`src/rtl/nibble_serial_adder_pkg.sv`:
```
// Shared definitions for the nibble-serial adder: state encoding, slice
// width and the operand-width legality check.
package nibble_serial_adder_pkg;

  localparam int SLICE_W   = 4;
  localparam int MIN_WIDTH = 8;

  typedef enum logic [1:0] {
    IDLE = 2'd0,
    RUN  = 2'd1,
    DONE = 2'd2
  } state_t;

  // Operand width must split into whole nibbles and give at least two of them
  function automatic bit width_is_legal(input int width);
    return ((width % SLICE_W) == 0) && (width >= MIN_WIDTH);
  endfunction

endpackage

```
`src/rtl/nibble_add4.sv`:
```
// Purely combinational 4-bit ripple-carry slice shared by every nibble step.
module nibble_add4
  import nibble_serial_adder_pkg::*;
(
  input  logic [SLICE_W-1:0] a,
  input  logic [SLICE_W-1:0] b,
  input  logic               ci,
  output logic [SLICE_W-1:0] s,
  output logic               co
);

  logic carry;

  // Ripple the carry bit by bit through the nibble
  always_comb begin
    carry = ci;
    s     = '0;
    for (int i = 0; i < SLICE_W; i++) begin
      s[i]  = a[i] ^ b[i] ^ carry;
      carry = (a[i] & b[i]) | (carry & (a[i] ^ b[i]));
    end
    co = carry;
  end

endmodule

```
`src/rtl/nibble_serial_adder.sv`:
```
// Multi-cycle WIDTH-bit adder that walks one nibble per clock from LSB to
// MSB through a single shared 4-bit slice, with a start/busy/done handshake.
module nibble_serial_adder
  import nibble_serial_adder_pkg::*;
#(
  parameter int WIDTH = 16
)
(
  input  logic             clk,
  input  logic             rst,
  input  logic             start,
  input  logic [WIDTH-1:0] A,
  input  logic [WIDTH-1:0] B,
  input  logic             Cin,
  output logic             busy,
  output logic             done,
  output logic [WIDTH-1:0] Sum,
  output logic             Cout,
  output logic             Overflow
);

  localparam int N     = WIDTH / SLICE_W;
  localparam int CNT_W = (N > 1) ? $clog2(N) : 1;
  localparam logic [CNT_W-1:0] LAST = CNT_W'(N - 1);

  // Refuse to elaborate for widths that do not split into at least two nibbles
  generate
    if (!width_is_legal(WIDTH)) begin : g_width_check
      $error("nibble_serial_adder: WIDTH must be a multiple of 4 and at least 8");
    end
  endgenerate

  state_t              state;
  logic [WIDTH-1:0]    a_r;
  logic [WIDTH-1:0]    b_r;
  logic [WIDTH-1:0]    acc_r;
  logic                carry_r;
  logic [CNT_W-1:0]    cnt;
  logic                a_msb;
  logic                b_msb;

  logic [SLICE_W-1:0]  slice_s;
  logic                slice_co;
  logic [WIDTH-1:0]    acc_next;
  logic                ovf_next;

  nibble_add4 u_slice (
    .a  (a_r[SLICE_W-1:0]),
    .b  (b_r[SLICE_W-1:0]),
    .ci (carry_r),
    .s  (slice_s),
    .co (slice_co)
  );

  // New result nibble enters at the top so the final nibble lands the
  // accumulator in natural bit order
  assign acc_next = {slice_s, acc_r[WIDTH-1:SLICE_W]};
  assign ovf_next = (a_msb == b_msb) && (acc_next[WIDTH-1] != a_msb);

  // Handshake FSM plus operand shifting and result capture
  always_ff @(posedge clk) begin
    if (rst) begin
      state    <= IDLE;
      busy     <= 1'b0;
      done     <= 1'b0;
      Sum      <= '0;
      Cout     <= 1'b0;
      Overflow <= 1'b0;
      a_r      <= '0;
      b_r      <= '0;
      acc_r    <= '0;
      carry_r  <= 1'b0;
      cnt      <= '0;
      a_msb    <= 1'b0;
      b_msb    <= 1'b0;
    end else begin
      case (state)
        IDLE, DONE: begin
          done <= 1'b0;
          if (start) begin
            a_r     <= A;
            b_r     <= B;
            carry_r <= Cin;
            a_msb   <= A[WIDTH-1];
            b_msb   <= B[WIDTH-1];
            acc_r   <= '0;
            cnt     <= '0;
            busy    <= 1'b1;
            state   <= RUN;
          end else begin
            busy  <= 1'b0;
            state <= IDLE;
          end
        end

        RUN: begin
          acc_r   <= acc_next;
          carry_r <= slice_co;
          a_r     <= {{SLICE_W{1'b0}}, a_r[WIDTH-1:SLICE_W]};
          b_r     <= {{SLICE_W{1'b0}}, b_r[WIDTH-1:SLICE_W]};
          cnt     <= cnt + 1'b1;
          if (cnt == LAST) begin
            Sum      <= acc_next;
            Cout     <= slice_co;
            Overflow <= ovf_next;
            busy     <= 1'b0;
            done     <= 1'b1;
            state    <= DONE;
          end
        end

        default: begin
          busy  <= 1'b0;
          done  <= 1'b0;
          state <= IDLE;
        end
      endcase
    end
  end

endmodule

```
`config.mk`:
```
export PLATFORM = sky130hd
export DESIGN_NAME = nibble_serial_adder
export DESIGN_NICKNAME = d
export VERILOG_FILES = /design/src/rtl/nibble_serial_adder_pkg.sv /design/src/rtl/nibble_add4.sv /design/src/rtl/nibble_serial_adder.sv
export SDC_FILE = /design/constraint.sdc
export NUM_CORES = 1
export LEC_CHECK = 0
export BUFFER_PORTS_ARGS = -buffer_cell sky130_fd_sc_hd__buf_2
export CAP_MARGIN = 10
export CORE_ASPECT_RATIO = 1.4
export CORE_MARGIN = 3
export CORE_UTILIZATION = 40
export CTS_CLUSTER_DIAMETER = 40
export DETAILED_ROUTE_END_ITERATION = 10
export SLEW_MARGIN = 20
export SYNTH_ARGS = -nofsm -noshare
export SYNTH_HDL_FRONTEND = slang
export SYNTH_HIERARCHICAL = 1
export SYNTH_SLANG_ARGS = --single-unit
```
`constraint.sdc`:
```
create_clock -name clk -period 2.95 [get_ports clk]
set_input_delay 0.59 -clock clk [delete_from_list [all_inputs] [get_ports clk]]
set_output_delay 0.59 -clock clk [all_outputs]
set_load 0.03 [all_outputs]
```
## After elaboration in Yosys (flattened, before gate mapping)

Cells that the tools add are included.

- Bits in registers: 75
- Input port bits: 36
- Output and inout port bits: 20
- Logic and storage cells: 66

- Add/subtract/negate cells: 1
- Equal/unequal tests: 7
- Multiplexer cells: 16
- Bitwise gates (word level): 21
- Reductions and logical operators: 8

Operators with widths:

| cell | number |
|---|---|
| one-hot mux 16 bit (2 select lines) | 3 |
| 2-to-1 mux 16 bit | 3 |
| AND 1 bit | 8 |
| one-hot mux 2 bit (2 select lines) | 2 |
| XOR 1 bit | 8 |
| AND reduction 2 bit | 3 |
| == test 2 bit, second input constant | 2 |
| 2-to-1 mux 1 bit | 4 |
| 2-to-1 mux 2 bit | 2 |
| != test 2 bit, second input constant | 2 |
| OR 1 bit | 4 |
| one-hot mux 1 bit (2 select lines) | 2 |
| OR reduction 2 bit | 2 |
| adder 2 x 1 -> 2 bit, second input constant | 1 |
| == test 2 x 1 -> 1 bit, second input constant | 1 |
| logical NOT 2 bit | 1 |
| nonzero test 2 bit | 1 |
| == test 1 bit | 1 |
| logical AND 1 bit | 1 |
| != test 1 bit | 1 |
| inverter 1 bit | 1 |

## Logic depth before layout (Yosys ltp)

- Word-level depth: 10
- Mapped depth: 10
- Mapped depth without buffers: 10

## By module

The synthesis kept the hierarchy.

Modules (own cells, without submodules):

| module | times used | cells an instance | area an instance (µm²) |
|---|---|---|---|
| nibble_serial_adder | 1 | 299 | 2640.0 |
| nibble_add4 | 1 | 14 | 117.6 |

## Least setup slack after synthesis

No wires, ideal clock.

- Path kind: register to register
- Start: register a_r[0]
- End: register Overflow
- Setup time: 0.086 ns
- Arrival: 2.125 ns
- Data required time: 2.864 ns
- Slack: 0.740 ns
- Cell stages (with the launch flop): 11
- Period minus slack after synthesis: 2.210 ns
- Cell sequence: dfxtp_1 -> fa_1 -> inv_1 -> fa_1 -> inv_1 -> fa_1 -> inv_1 -> fa_1 -> inv_1 -> a21oi_1 -> a211oi_1

- Longest elaborated chain between the ends: 10
- Elaborated cells between the ends (all ways): 11
- Those cells by class: eq/ne: 1; bitwise: 9; reduce/logical: 1

RTL lines:

| item | line | text |
|---|---|---|
| from (decl) | nibble_serial_adder.sv:34 | `logic [WIDTH-1:0] a_r;` |
| from (signal assigned) | nibble_serial_adder.sv:99 | `a_r <= {{SLICE_W{1'b0}}, a_r[WIDTH-1:SLICE_W]};` |
| XOR 1 bit | nibble_add4.sv:20 | `carry = (a[i] & b[i]) \| (carry & (a[i] ^ b[i]));` |
| AND 1 bit | nibble_add4.sv:20 |  |
| OR 1 bit * | nibble_add4.sv:20 |  |
| AND 1 bit * | nibble_add4.sv:20 |  |
| OR 1 bit * | nibble_add4.sv:20 |  |
| AND 1 bit * | nibble_add4.sv:20 |  |
| OR 1 bit * | nibble_add4.sv:20 |  |
| XOR 1 bit * | nibble_add4.sv:19 | `s[i] = a[i] ^ b[i] ^ carry;` |
| named net slice_s[3] | nibble_serial_adder.sv:42 | `logic [SLICE_W-1:0] slice_s;` |
| != test 1 bit * | nibble_serial_adder.sv:58 | `assign ovf_next = (a_msb == b_msb) && (acc_next[WIDTH-1] != a_msb);` |
| logical AND 1 bit * | nibble_serial_adder.sv:58 |  |
| to (signal assigned) | nibble_serial_adder.sv:105 | `Overflow <= ovf_next;` |
| to (decl) | nibble_serial_adder.sv:19 | `output logic Overflow` |

The timed path passes the listed nets; every way through them passes the cells marked *.
A chain may end at the register's enable or synchronous reset.

## Worst setup path after layout

Same ends and word-level chain as after synthesis.

==> summary by stage <==
Outcome
The flow ran to the end, and the final reports show no timing, DRC or antenna violations.

Power
The design draws a little over 2 mW. The share of total power dissipated in combinational logic is 0.110. For this design the static power due to leakage is around 1.3 nW. In this run the power density over the cells is about 630 nW/um^2.

The worst-case IR drop observed on VDD is 0.266 mV. The internal power is 1.54 mW. The clock share of power is 0.385.

The fraction of power spent switching nets is 0.254. The share of power burned in registers is 0.505. In this run the power spent charging and discharging nets is 0.526 mW.

Routing
In the final routed layout, each cell accounts on average for ~14 um. The wire length on met2 is between 3000 and 4000 um. In this run the top signal layer used is met4. After detailed routing, the number of vias per cell comes to 5.05. The first-pass detailed-route iteration total is 4. In the final routing, the length of wire on met1 measures about 2700 um.

The antenna violation net count after detailed routing is 0. The number of violations reported at the end of detailed-routing iteration 0 is between 70 and 80. The routed design uses between 200 and 300 um of met3 wire. The final route contains 2,306 vias. The remaining routing DRC violations is 0. Summed over all layers, the routed wires come to 6200 um.

Run
Max-cap violations in this run came to 0.

Clocking
The clock tree synthesis step divided the H-tree into 3 levels. Counting the buffers created by CTS gives 9. The number of buffers inserted to repair setup after CTS is 0. The post-CTS clock slew at the launch and capture registers of the worst setup and hold paths is roughly 0.080 ns. The later pin in the worst-skew pair is clocked with a latency of 0.34 ns. The TritonCTS clock tree is yes.

The number of sinks on the clock net is 71. The clock passes through at most 2 buffers. The number of cells upsized or downsized after cts is 0. Clock tree synthesis selected as its root buffer the cell sky130_fd_sc_hd__clkbuf_8. The number of hold buffers added after CTS was 0.

Placed design
Once placement finished, the instance area stood at slightly above 3000 sq um. The worst slack at placement is about 0.6 ns. Routability-driven placement finished with a final weighted congestion of ~0.75. Port buffering added 55 buffers. The post-DP HPWL is 4290 um.

Synth
The proportion of synthesized flip-flops having asynchronous set or reset is 0. A synthesized cell averages 8.81 sq um. The number of nets in the synthesized netlist is between 300 and 400.

Summed over all instances, the cell type with the most area after synthesis is sky130_fd_sc_hd__dfxtp_1. During synthesis, Yosys emitted a total of 6 warnings. The gate count after technology mapping is 313. The cell with the most instances after synthesis is sky130_fd_sc_hd__dfxtp_1. The sequential element share of the synthesized area is 0.515.

The share of Yosys cell area claimed by the top area cell type is 0.515. Yosys attributes the largest share of cell area to sky130_fd_sc_hd__dfxtp_1 52%, sky130_fd_sc_hd__nand2_1 9.3%, sky130_fd_sc_hd__a21oi_1 5.4%. The most used flip-flop cell after synthesis is sky130_fd_sc_hd__dfxtp_1. The number of synthesized register bits is 71. The netlist area before placement is approximately 2800 sq um. The number of flops mapped to enable cells by yosys is 0. The number of distinct library cells after synthesis is 26. By count the netlist is led by 71 x sky130_fd_sc_hd__dfxtp_1, 68 x sky130_fd_sc_hd__nand2_1, 30 x sky130_fd_sc_hd__a21oi_1.

Worst setup path
The peak fanout along the critical path is 4. The data arrival time of the critical path is 2.62 ns. The critical setup path kind is reg -> reg. For the worst setup path, the data required time is 3.21 ns. The category of the worst setup path capture point is a flip-flop. The worst setup path is launched from a flip-flop.

STA
Subtracting the final worst setup slack from the clock period gives 2.37 ns. In this run the tightest slew margin relative to its limit is 0.557. The final worst-path setup slack is about 0.58 ns. The clock skew is between 0.01 and 0.015 ns.

In the final timing run, aggregate negative setup slack is 0 ns. The actual slew at the worst max-slew pin is roughly 0.66 ns. The number of setup violations in the final report is 0. Setup repair after global routing left no endpoint under its margin. The number of pins with negative max-slew slack in the final report came to 0. The post-route fraction of the period consumed by the critical path is 0.802. The number of endpoints with negative hold slack in the final report is 0. The worst hold-check slack is roughly 0.45 ns.

The maximum clock frequency is about 420 MHz.

Cells and area
The antenna diode instance count is 0. For this run, the post-layout net count is approximately 400. The layout filler cell count is between 700 and 800. The layout overhead on the synthesized area is 18.1%. The final cell area excluding filler cells is between 3000 and 4000 sq um. The share of cells above drive strength 1 is 0.219.

GRT
The aggregate global routing overflow is 0. Across every metal layer, demand over resource in global routing totals 0.167. The number of global-route vias before repair is between 2,000 and 2,500. The first global-routing pass estimated approximately 11,000 um of wire. The maximum number of pins on one net before global-route repair is a little under 50. The initial antenna violation count was 0.

Min path
The class of the most critical hold timing path is reg -> reg.

Floorplan
The initial core utilization is 0.414. During I/O placement, the number of pins put on the boundary was between 50 and 60. In this run the vertical extent of the chip is approximately 100 um. The horizontal extent of the die is around 76 um. In this run the standard cell core region covers between 6000 and 7000 sq um.

The die covers roughly 7900 sq um. The row count is 35.
-- flip-flops by register name (all words and copies together) (netlist names) --
signal,cells
Sum,16
a_r,16
b_r,16
acc_r,12
cnt,2
state,2
Cout,1
Overflow,1
a_msb,1
b_msb,1
busy,1
carry_r,1
done,1
-- worst max-delay path, cell delays in order (launching register included) --
cell,delay [ns]
sky130_fd_sc_hd__dfxtp_1,0.33
sky130_fd_sc_hd__fa_1,0.42
sky130_fd_sc_hd__inv_1,0.08
sky130_fd_sc_hd__fa_1,0.16
sky130_fd_sc_hd__inv_1,0.05
sky130_fd_sc_hd__fa_1,0.35
sky130_fd_sc_hd__inv_1,0.07
sky130_fd_sc_hd__fa_1,0.40
sky130_fd_sc_hd__inv_1,0.11
sky130_fd_sc_hd__a21oi_1,0.08
sky130_fd_sc_hd__a211oi_1,0.25
-- cell usage in the layout, fill, tap and decap left out --
master,n
sky130_fd_sc_hd__a21oi_1,30
sky130_fd_sc_hd__clkinv_4,1
sky130_fd_sc_hd__nor3_1,26
sky130_fd_sc_hd__and3b_1,1
sky130_fd_sc_hd__nor2_2,1
sky130_fd_sc_hd__ha_1,1
sky130_fd_sc_hd__clkbuf_8,11
sky130_fd_sc_hd__a211oi_1,1
sky130_fd_sc_hd__inv_1,10
sky130_fd_sc_hd__buf_2,55
sky130_fd_sc_hd__nor3_4,1
sky130_fd_sc_hd__nor2b_2,1
sky130_fd_sc_hd__o21a_1,2
sky130_fd_sc_hd__clkbuf_1,1
sky130_fd_sc_hd__o22ai_1,13
sky130_fd_sc_hd__bufinv_16,1
sky130_fd_sc_hd__nand3_1,9
sky130_fd_sc_hd__nor2_1,15
sky130_fd_sc_hd__a311oi_1,12
sky130_fd_sc_hd__clkinvlp_4,2
sky130_fd_sc_hd__nand2_1,68
sky130_fd_sc_hd__nor2b_1,1
sky130_fd_sc_hd__dfxtp_1,71
sky130_fd_sc_hd__fa_1,4
sky130_fd_sc_hd__nand2b_1,3
sky130_fd_sc_hd__a22o_1,13
sky130_fd_sc_hd__and2_1,1
sky130_fd_sc_hd__buf_4,7
sky130_fd_sc_hd__nand3b_1,3
-- power by group through the flow --
stage / registers [mW] / logic, mW / clock network, mW
2_1_floorplan: 1.06 / 0.172 / 0
3_3_place_gp: 1.06 / 0.229 / 0
3_5_place_dp: 1.07 / 0.231 / 0
4_1_cts: 1.04 / 0.232 / 0.816
6_report: 1.04 / 0.228 / 0.796
5_1_grt: 1.05 / 0.260 / 0.877
-- per-layer routing --
layer | vias to the layer above | GRT usage
li1 | 1174 | -
met1 | 1074 | 0.208
met5 | - | 0
met3 | 6 | 0.0468
met4 | 0 | 0.0427
met2 | 52 | 0.283
-- layout make-up --
| cell class | count | area, sq um | share of cell area |
|---|---|---|---|
| Multi-Input combinational cell | 206 | 1150 | 0.352 |
| Inverter | 10 | 37.5 | 0.0115 |
| Tap cell | 92 | 115 | 0.0353 |
| Sequential cell | 71 | 1420 | 0.436 |
| Clock inverter | 4 | 53.8 | 0.0165 |
| Clock buffer | 12 | 155 | 0.0476 |
| Timing Repair Buffer | 62 | 328 | 0.101 |
-- stage by stage --
| step | util | instances |
|---|---|---|
| 2_1_floorplan | - | 313 |
| 3_3_place_gp | 0.458 | 441 |
| 3_5_place_dp | 0.458 | 441 |
| 4_1_cts | 0.489 | 457 |
| 5_1_grt | 0.489 | 457 |
| 6_report | 0.489 | 457 |
-- kinds of logic (layout without fill, tap and decap cells) --
family / Yosys count / count (layout) / synth area share
AND/OR/NAND/NOR: 130 / 130 / 0.210
flip-flops: 71 / 71 / 0.515
adder cells (fa/ha/maj): 5 / 5 / 0.0336
buffers and inverters: 36 / 88 / 0.0699
AO/OA/AOI/OAI: 71 / 71 / 0.172
-- final timing paths --
path                                         endpoint  cells after the start  slack [ns]                 from
worst max register to register  Overflow$_SDFFE_PP0P_                     10        0.58  a_r[0]$_SDFFE_PP0P_
worst min register to register    Sum[8]$_SDFFE_PP0P_                      2        0.45  Sum[8]$_SDFFE_PP0P_
worst min-delay path              Sum[8]$_SDFFE_PP0P_                      2        0.45  Sum[8]$_SDFFE_PP0P_
worst max-delay path            Overflow$_SDFFE_PP0P_                     10        0.58  a_r[0]$_SDFFE_PP0P_
No activity file was read; power rests on OpenSTA's default activity.
